==> src/rtl/approx_prod_accumulator.sv <==
`timescale 1ns/1ps
// approx_prod_accumulator
// Accumulates the unsigned product stream of the approximate 8x8 multiplier
// into saturating frame sums. A frame closes after LEN products or on an
// accepted prod_last. The result is held on sum_* until it is handshaken.
//
// Ports:
//   clk, rst_n              clock (rising edge), async active-low reset
//   prod_valid/prod_ready   product input handshake
//   prod_data               unsigned product (PROD_W)
//   prod_last               early frame close, qualified by the handshake
//   clr                     synchronous abort of the frame being accumulated
//   sum_valid/sum_ready     result handshake; result held until accepted
//   sum_data                saturated frame sum (ACC_W)
//   sum_count               number of products in the frame (CNT_W)
//   sum_sat                 saturation occurred somewhere in the frame
module approx_prod_accumulator #(
  parameter int unsigned PROD_W = 16,
  parameter int unsigned ACC_W  = 24,
  parameter int unsigned LEN    = 8,
  parameter int unsigned CNT_W  = $clog2(LEN + 1)
) (
  input  logic              clk,
  input  logic              rst_n,
  input  logic              prod_valid,
  output logic              prod_ready,
  input  logic [PROD_W-1:0] prod_data,
  input  logic              prod_last,
  input  logic              clr,
  output logic              sum_valid,
  input  logic              sum_ready,
  output logic [ACC_W-1:0]  sum_data,
  output logic [CNT_W-1:0]  sum_count,
  output logic              sum_sat
);

  // One extra bit catches the carry out of the accumulator for saturation.
  localparam int unsigned SUM_W = ACC_W + 1;

  typedef enum logic {
    ST_ACCUM = 1'b0,
    ST_HOLD  = 1'b1
  } state_e;

  state_e            state_q, state_d;
  logic              run_q, run_d;
  logic [ACC_W-1:0]  acc_q, acc_d;
  logic [CNT_W-1:0]  cnt_q, cnt_d;
  logic              sat_q, sat_d;
  logic              sum_valid_q, sum_valid_d;
  logic [ACC_W-1:0]  sum_data_q, sum_data_d;
  logic [CNT_W-1:0]  sum_count_q, sum_count_d;
  logic              sum_sat_q, sum_sat_d;

  logic              prod_ready_c;
  logic [SUM_W-1:0]  acc_sum_c;
  logic [ACC_W-1:0]  acc_n_c;
  logic [CNT_W-1:0]  cnt_n_c;
  logic              sat_n_c;

  // Next-state, accumulation and handshake logic.
  always_comb begin
    state_d      = state_q;
    run_d        = 1'b1;
    acc_d        = acc_q;
    cnt_d        = cnt_q;
    sat_d        = sat_q;
    sum_valid_d  = sum_valid_q;
    sum_data_d   = sum_data_q;
    sum_count_d  = sum_count_q;
    sum_sat_d    = sum_sat_q;
    prod_ready_c = 1'b0;

    // Saturating add of the incoming product.
    acc_sum_c = SUM_W'(acc_q) + SUM_W'(prod_data);
    if (acc_sum_c[ACC_W]) begin
      acc_n_c = '1;
      sat_n_c = 1'b1;
    end else begin
      acc_n_c = acc_sum_c[ACC_W-1:0];
      sat_n_c = sat_q;
    end
    cnt_n_c = cnt_q + CNT_W'(1);

    case (state_q)
      ST_ACCUM: begin
        // run_q holds ready low until the first edge out of reset.
        prod_ready_c = run_q & ~clr;
        if (clr) begin
          acc_d = '0;
          cnt_d = '0;
          sat_d = 1'b0;
        end else if (prod_valid && prod_ready_c) begin
          if ((cnt_n_c == CNT_W'(LEN)) || prod_last) begin
            sum_data_d  = acc_n_c;
            sum_count_d = cnt_n_c;
            sum_sat_d   = sat_n_c;
            sum_valid_d = 1'b1;
            acc_d       = '0;
            cnt_d       = '0;
            sat_d       = 1'b0;
            state_d     = ST_HOLD;
          end else begin
            acc_d = acc_n_c;
            cnt_d = cnt_n_c;
            sat_d = sat_n_c;
          end
        end
      end
      ST_HOLD: begin
        // clr is ignored here so the pending result survives.
        if (sum_ready) begin
          sum_valid_d = 1'b0;
          state_d     = ST_ACCUM;
        end
      end
      default: state_d = ST_ACCUM;
    endcase
  end

  // State and datapath registers.
  always_ff @(posedge clk or negedge rst_n) begin
    if (!rst_n) begin
      state_q     <= ST_ACCUM;
      run_q       <= 1'b0;
      acc_q       <= '0;
      cnt_q       <= '0;
      sat_q       <= 1'b0;
      sum_valid_q <= 1'b0;
      sum_data_q  <= '0;
      sum_count_q <= '0;
      sum_sat_q   <= 1'b0;
    end else begin
      state_q     <= state_d;
      run_q       <= run_d;
      acc_q       <= acc_d;
      cnt_q       <= cnt_d;
      sat_q       <= sat_d;
      sum_valid_q <= sum_valid_d;
      sum_data_q  <= sum_data_d;
      sum_count_q <= sum_count_d;
      sum_sat_q   <= sum_sat_d;
    end
  end

  assign prod_ready = prod_ready_c;
  assign sum_valid  = sum_valid_q;
  assign sum_data   = sum_data_q;
  assign sum_count  = sum_count_q;
  assign sum_sat    = sum_sat_q;

endmodule

==> config.mk <==
export PLATFORM = sky130hd
export DESIGN_NAME = approx_prod_accumulator
export DESIGN_NICKNAME = d
export VERILOG_FILES = /design/src/rtl/approx_prod_accumulator.sv
export SDC_FILE = /design/constraint.sdc
export NUM_CORES = 1
export LEC_CHECK = 0
export ABC_AREA = 1
export CAP_MARGIN = 10
export CORE_UTILIZATION = 55
export CTS_CLUSTER_DIAMETER = 50
export CTS_CLUSTER_SIZE = 8
export DETAILED_ROUTE_END_ITERATION = 7
export DONT_BUFFER_PORTS = 1
export GPL_TIMING_DRIVEN = 0
export PLACE_DENSITY = 0.7
export SETUP_SLACK_MARGIN = 0.02
export SLEW_MARGIN = 20
export SYNTH_ARGS = -nofsm -noshare
export SYNTH_HDL_FRONTEND = slang
export SYNTH_SLANG_ARGS = --single-unit
==> constraint.sdc <==
create_clock -name clk -period 2.75 [get_ports clk]
set_clock_uncertainty 0.1 [all_clocks]
set_input_delay 0.4125 -clock clk [delete_from_list [all_inputs] [get_ports clk]]
set_output_delay 0.4125 -clock clk [all_outputs]
set_load 0.02 [all_outputs]
* Word level (Yosys, flattened, before mapping) *
Cells that the tools add are included.

operators by class
  reductions and logical operators = 6
  $add $sub $neg = 2
  bitwise operators = 3
  muxes and demuxes = 22
  equal/unequal tests = 5

operators by type and width
  operator               number
  $mux W24               4
  $add A24 B16 Y25       1
  $mux W1                13
  $mux W4                3
  $ne A2 B2 Y1 const B   4
  $reduce_and A4 Y1      2
  $add A4 B1 Y4 const B  1
  $eq A4 B4 Y1 const B   1
  $pmux W1 S2            2
  $not A1 Y1             2
  $reduce_and A2 Y1      1
  $reduce_bool A2 Y1     1
  $and A1 B1 Y1          1
  $logic_and A1 B1 Y1    1
  $logic_or A1 B1 Y1     1

storage, ports and cells
  logic and storage cells = 47
  output and inout bits = 31
  register bits after elaboration = 61
  input port bits = 22

* Depth between registers and ports, before layout *
  depth after elaboration = 7
  depth in mapped cells = 13
  depth with buffers taken out = 13

* Least setup slack after synthesis *
Ideal clock, no wire load.

  path type = input to register
  from = in prod_data[0]
  to = reg acc_q[4]
  stages on the path = 13
  arrival = 1.906 ns
  path slack = 0.628 ns
  data required time = 2.533 ns
  buffers on the path = 1
  library setup time = 0.117 ns
  path through = ha_1 -> fa_1 -> nand2_1 -> nand2_1 -> nand3_2 -> nand2_2 -> nand2_2 -> nand2_4 -> nand2_4 -> buf_6 -> nand3b_2 -> nand2_1 -> nand2_1

on the way
  word-level cells in the longest chain between the ends = 5

RTL lines
  element                 RTL line  text
  start: declaration      27        input logic [PROD_W-1:0] prod_data,
  $add A24 B16 Y25        75        acc_sum_c = SUM_W'(acc_q) + SUM_W'(prod_data);
  $mux W24                76        if (acc_sum_c[ACC_W]) begin
  $mux W24                94        if ((cnt_n_c == CNT_W'(LEN)) || prod_last) begin
  $mux W24                93        end else if (prod_valid && prod_ready_c) begin
  $mux W24                89        if (clr) begin
  end signal: assignment  126       acc_q <= '0;
  end signal: assignment  136       acc_q <= acc_d;
  end: declaration        47        logic [ACC_W-1:0] acc_q, acc_d;

No other way between the ends. The select of a mux whose other input is x is not followed.
A chain may end at the register's enable or synchronous reset.

* Worst setup path in the final report *
  from = reg acc_q[0]
  to = reg sum_data_q[12], in the netlist sum_data[12]

on the way
  word-level cells in the longest chain between the ends = 2

RTL lines
  element                 RTL line  text
  $add A24 B16 Y25        75
  $mux W24                76
  end signal: assignment  140       sum_data_q <= sum_data_d;
  end: declaration        51        logic [ACC_W-1:0] sum_data_q, sum_data_d;

No other way between the ends.

==> impl_metrics.tcl <==
set metrics [dict create \
    wl_per_cell_um 13.83 \
    seq_area_mm2 0.001526 \
    grtUsageTotal_pct 27.35 \
    place_area_mm2 0.004133 \
    cts_tree "done" \
    drive_gt1_share_pct 9.061 \
    num_vias 3566 \
    hpwl_um 7237 \
    syn_inst 589 \
    final_area_mm2 0.004394 \
    timing.rr.end "sum_data[12]$_DFFE_PN0P_" \
    cellPowerDensity_mw_per_mm2 545.5 \
    fin_nets 642 \
    fillCellCount 660 \
    cts_inserted_buffers 9 \
    layout_commonest_cell "nand2_1" \
    clk_pin_slew_worst_paths_ps 80 \
    finalSetupViolCount 0 \
    die-area_mm2 0.007641 \
    grt_pass1_wl_um 15700 \
    rows 30 \
    wirelength_um 9719 \
    cts.sinks 61 \
    overflow 0 \
    antenna_left 0 \
    crit_path_max_fanout 10 \
    max_slew.worst_pin.slew_ps 514.4 \
    clk_latency_ps 350 \
    drv_slew 0 \
    first_pass_iters 4 \
    ys_async_sr_fraction_pct 100.0 \
    synth_edf_count 0 \
    synth_warnings 0 \
    wl_met1_um 4635 \
    die_height_um 87.42 \
    p_leak_nw 2.618 \
    syn_to_final_growth_pct 9.510 \
    swShare_pct 31.81 \
    r2r_slack_ps 330 \
    dr_wl_met3_um 711 \
    start_util_pct 58.10 \
    antenna_cells 0 \
    clkPwrFrac_pct 38.8 \
    clockBufferDepth 2 \
    via_per_inst 5.073 \
    synth_area_mm2 0.004013 \
    grt_pass1_vias 3263 \
    port_buffers 0 \
    endpoint "sum_data[12]$_DFFE_PN0P_" \
    core_area_mm2 0.006907 \
    highest_layer "met4" \
    finalCritPeriodShare_pct 88.02 \
    timing.fmax_ghz 0.4132 \
    status "completed" \
    reg2regPathDepth 13 \
    hold_viol_final 0 \
    ctsResizeCount 0 \
    clock-root-buffer "clkbuf_8" \
    peakVddDrop_mv 0.5088 \
    synth.avg_cell_area_um2 6.813 \
    critPathKind "reg2reg" \
    drc_errors 0 \
    drt-initial-drc-count 173 \
    intPower_mw 1.635 \
    seq_area_frac_synth_pct 38.04 \
    rsz0062_at_grt "no" \
    p_comb_share_pct 14.4 \
    synth_flop_cell "dfrtp_1" \
    worstSetupEndpointType "flip-flop" \
    cap_viol_max_count 0 \
    switchingPower_mw 0.7625 \
    grt_max_degree 62 \
    critPathLaunch "acc_q[0]$_DFFE_PN0P_" \
    seqPwrFrac_pct 46.8 \
    synthesis.nets 629 \
    h-tree-depth 3 \
    dieWidth_um 87.42 \
    multi_input_area_mm2 0.002111 \
    final_cell_mix "nand2_1 (292), inv_1 (72), dfrtp_1 (61)" \
    num_io_pins 53 \
    wl_met2_um 4237 \
    reg2reg_from "acc_q[0]$_DFFE_PN0P_" \
    tns_ps 0 \
    slew_headroom_pct 65.71 \
    yosysUniqueCellTypes 36 \
    worstPathRequired_ps 2900 \
    worstPathArrival_ps 2570 \
    place.gp.congestion 0.9443 \
    ys_seq_elements 61 \
    min_period_ps 2420 \
    min-delay-path-class "in2reg" \
    startpoint_type "flip-flop" \
    antenna_found_initial 0 \
]
how the worst min path moves through the flow:
stage | startpoint | end | slack [ps] | cells after the start
finish | prod_last | cnt_q[0]$_DFFE_PN0P_ | 40 | 1
global route | sum_ready | state_q$_DFF_PN0_ | 60 | 1
CTS | prod_last | cnt_q[0]$_DFFE_PN0P_ | 40 | 1
detailed placement | rst_n | acc_q[11]$_DFFE_PN0P_ | 20 | 0
global placement | rst_n | sum_data[11]$_DFFE_PN0P_ | 20 | 0
floorplan | rst_n | acc_q[0]$_DFFE_PN0P_ | 20 | 0
area by class of cell:
class	count	area share, %
Multi-Input combinational cell	440	48.04
Clock inverter	5	1.879
Tap cell	96	2.733
Clock buffer	11	3.218
Sequential cell	61	34.74
Timing Repair Buffer	2	0.8542
Buffer	11	1.908
Inverter	77	6.634
per-stage QoR:
stage                     std cells  worst slack (ps)  power, mW  hold WS (ps)  util (%)
after floorplan                 589             628.0      1.380         16.91         -
after global placement          685             310.4      1.452         18.33     59.84
after detailed placement        685             307.3      1.458         18.22     59.84
after CTS                       703             337.5      2.410         43.25     63.62
after global routing            703             201.3      2.495         55.93     63.62
final                           703             329.6      2.397         42.85     63.62
critical path, cell delays in order (launching register included):
cell	delay (ps)
dfrtp_1	380
ha_1	220
fa_1	440
nand2_1	110
nand2_1	120
nand3_2	120
nand2_2	80
nand2_2	80
nand2_4	80
nand2_4	110
buf_6	200
nand3_2	150
nand2_1	90
nand2_1	50
per-layer routing:
layer / track usage, % / up-vias
met5: 0 / -
met2: 42.97 / 110
met3: 5.118 / 13
met4: 8.197 / 0
met1: 38.30 / 1618
li1: - / 1825
synthesized netlist by cell type, types with 2 or more instances:
cell type	number	area [um2]
nand2_1	292	1096
inv_1	72	270.3
dfrtp_1	61	1526
nor2_1	32	120.1
nand3_1	29	145.1
ha_1	17	212.7
nand3_2	11	110.1
a21oi_1	9	45.04
xor2_1	8	70.07
o21ai_1	7	35.03
nand4_1	6	37.54
buf_4	5	37.54
o21ai_0	5	25.02
inv_2	4	15.01
buf_6	3	33.78
nand2_2	3	18.77
a21oi_2	2	17.52
clkbuf_1	2	7.510
nand2_4	2	22.52
nor3_2	2	20.02
o22ai_1	2	12.51
cells by family (layout without fill, tap and decap cells):
| group | Yosys count | count (layout) | share of synthesized area, % |
|---|---|---|---|
| compound gates | 28 | 28 | 3.929 |
| xor+xnor | 8 | 8 | 1.746 |
| fa+ha+maj | 18 | 18 | 5.800 |
| buf+inv | 88 | 106 | 9.355 |
| flops | 61 | 61 | 38.04 |
| other cells | 1 | 1 | 0.09346 |
| simple gates | 385 | 385 | 41.04 |
flip-flops by register name, summed over array words and instances, names as in the netlist:
name	cells
sum_data	24
state_q	1
run_q	1
sum_count	4
sum_valid	1
cnt_q	4
sum_sat	1
sat_q	1
acc_q	24
power by group through the flow:
stage               combinational [mW]  clock, mW  sequential, mW
floorplan                        0.253          0            1.13
global placement                 0.313          0            1.14
detailed placement               0.319          0            1.14
CTS                              0.345      0.942            1.12
global route                     0.397      0.967            1.13
finish                           0.346      0.929            1.12
repair_timing:
item / 4_1_cts / 5_1_grt
endpoints found under the hold margin: 61 / 0
setup buffers: 0 / 0
hold buffers: 2 / 0
(Power assumes the default switching activity.)
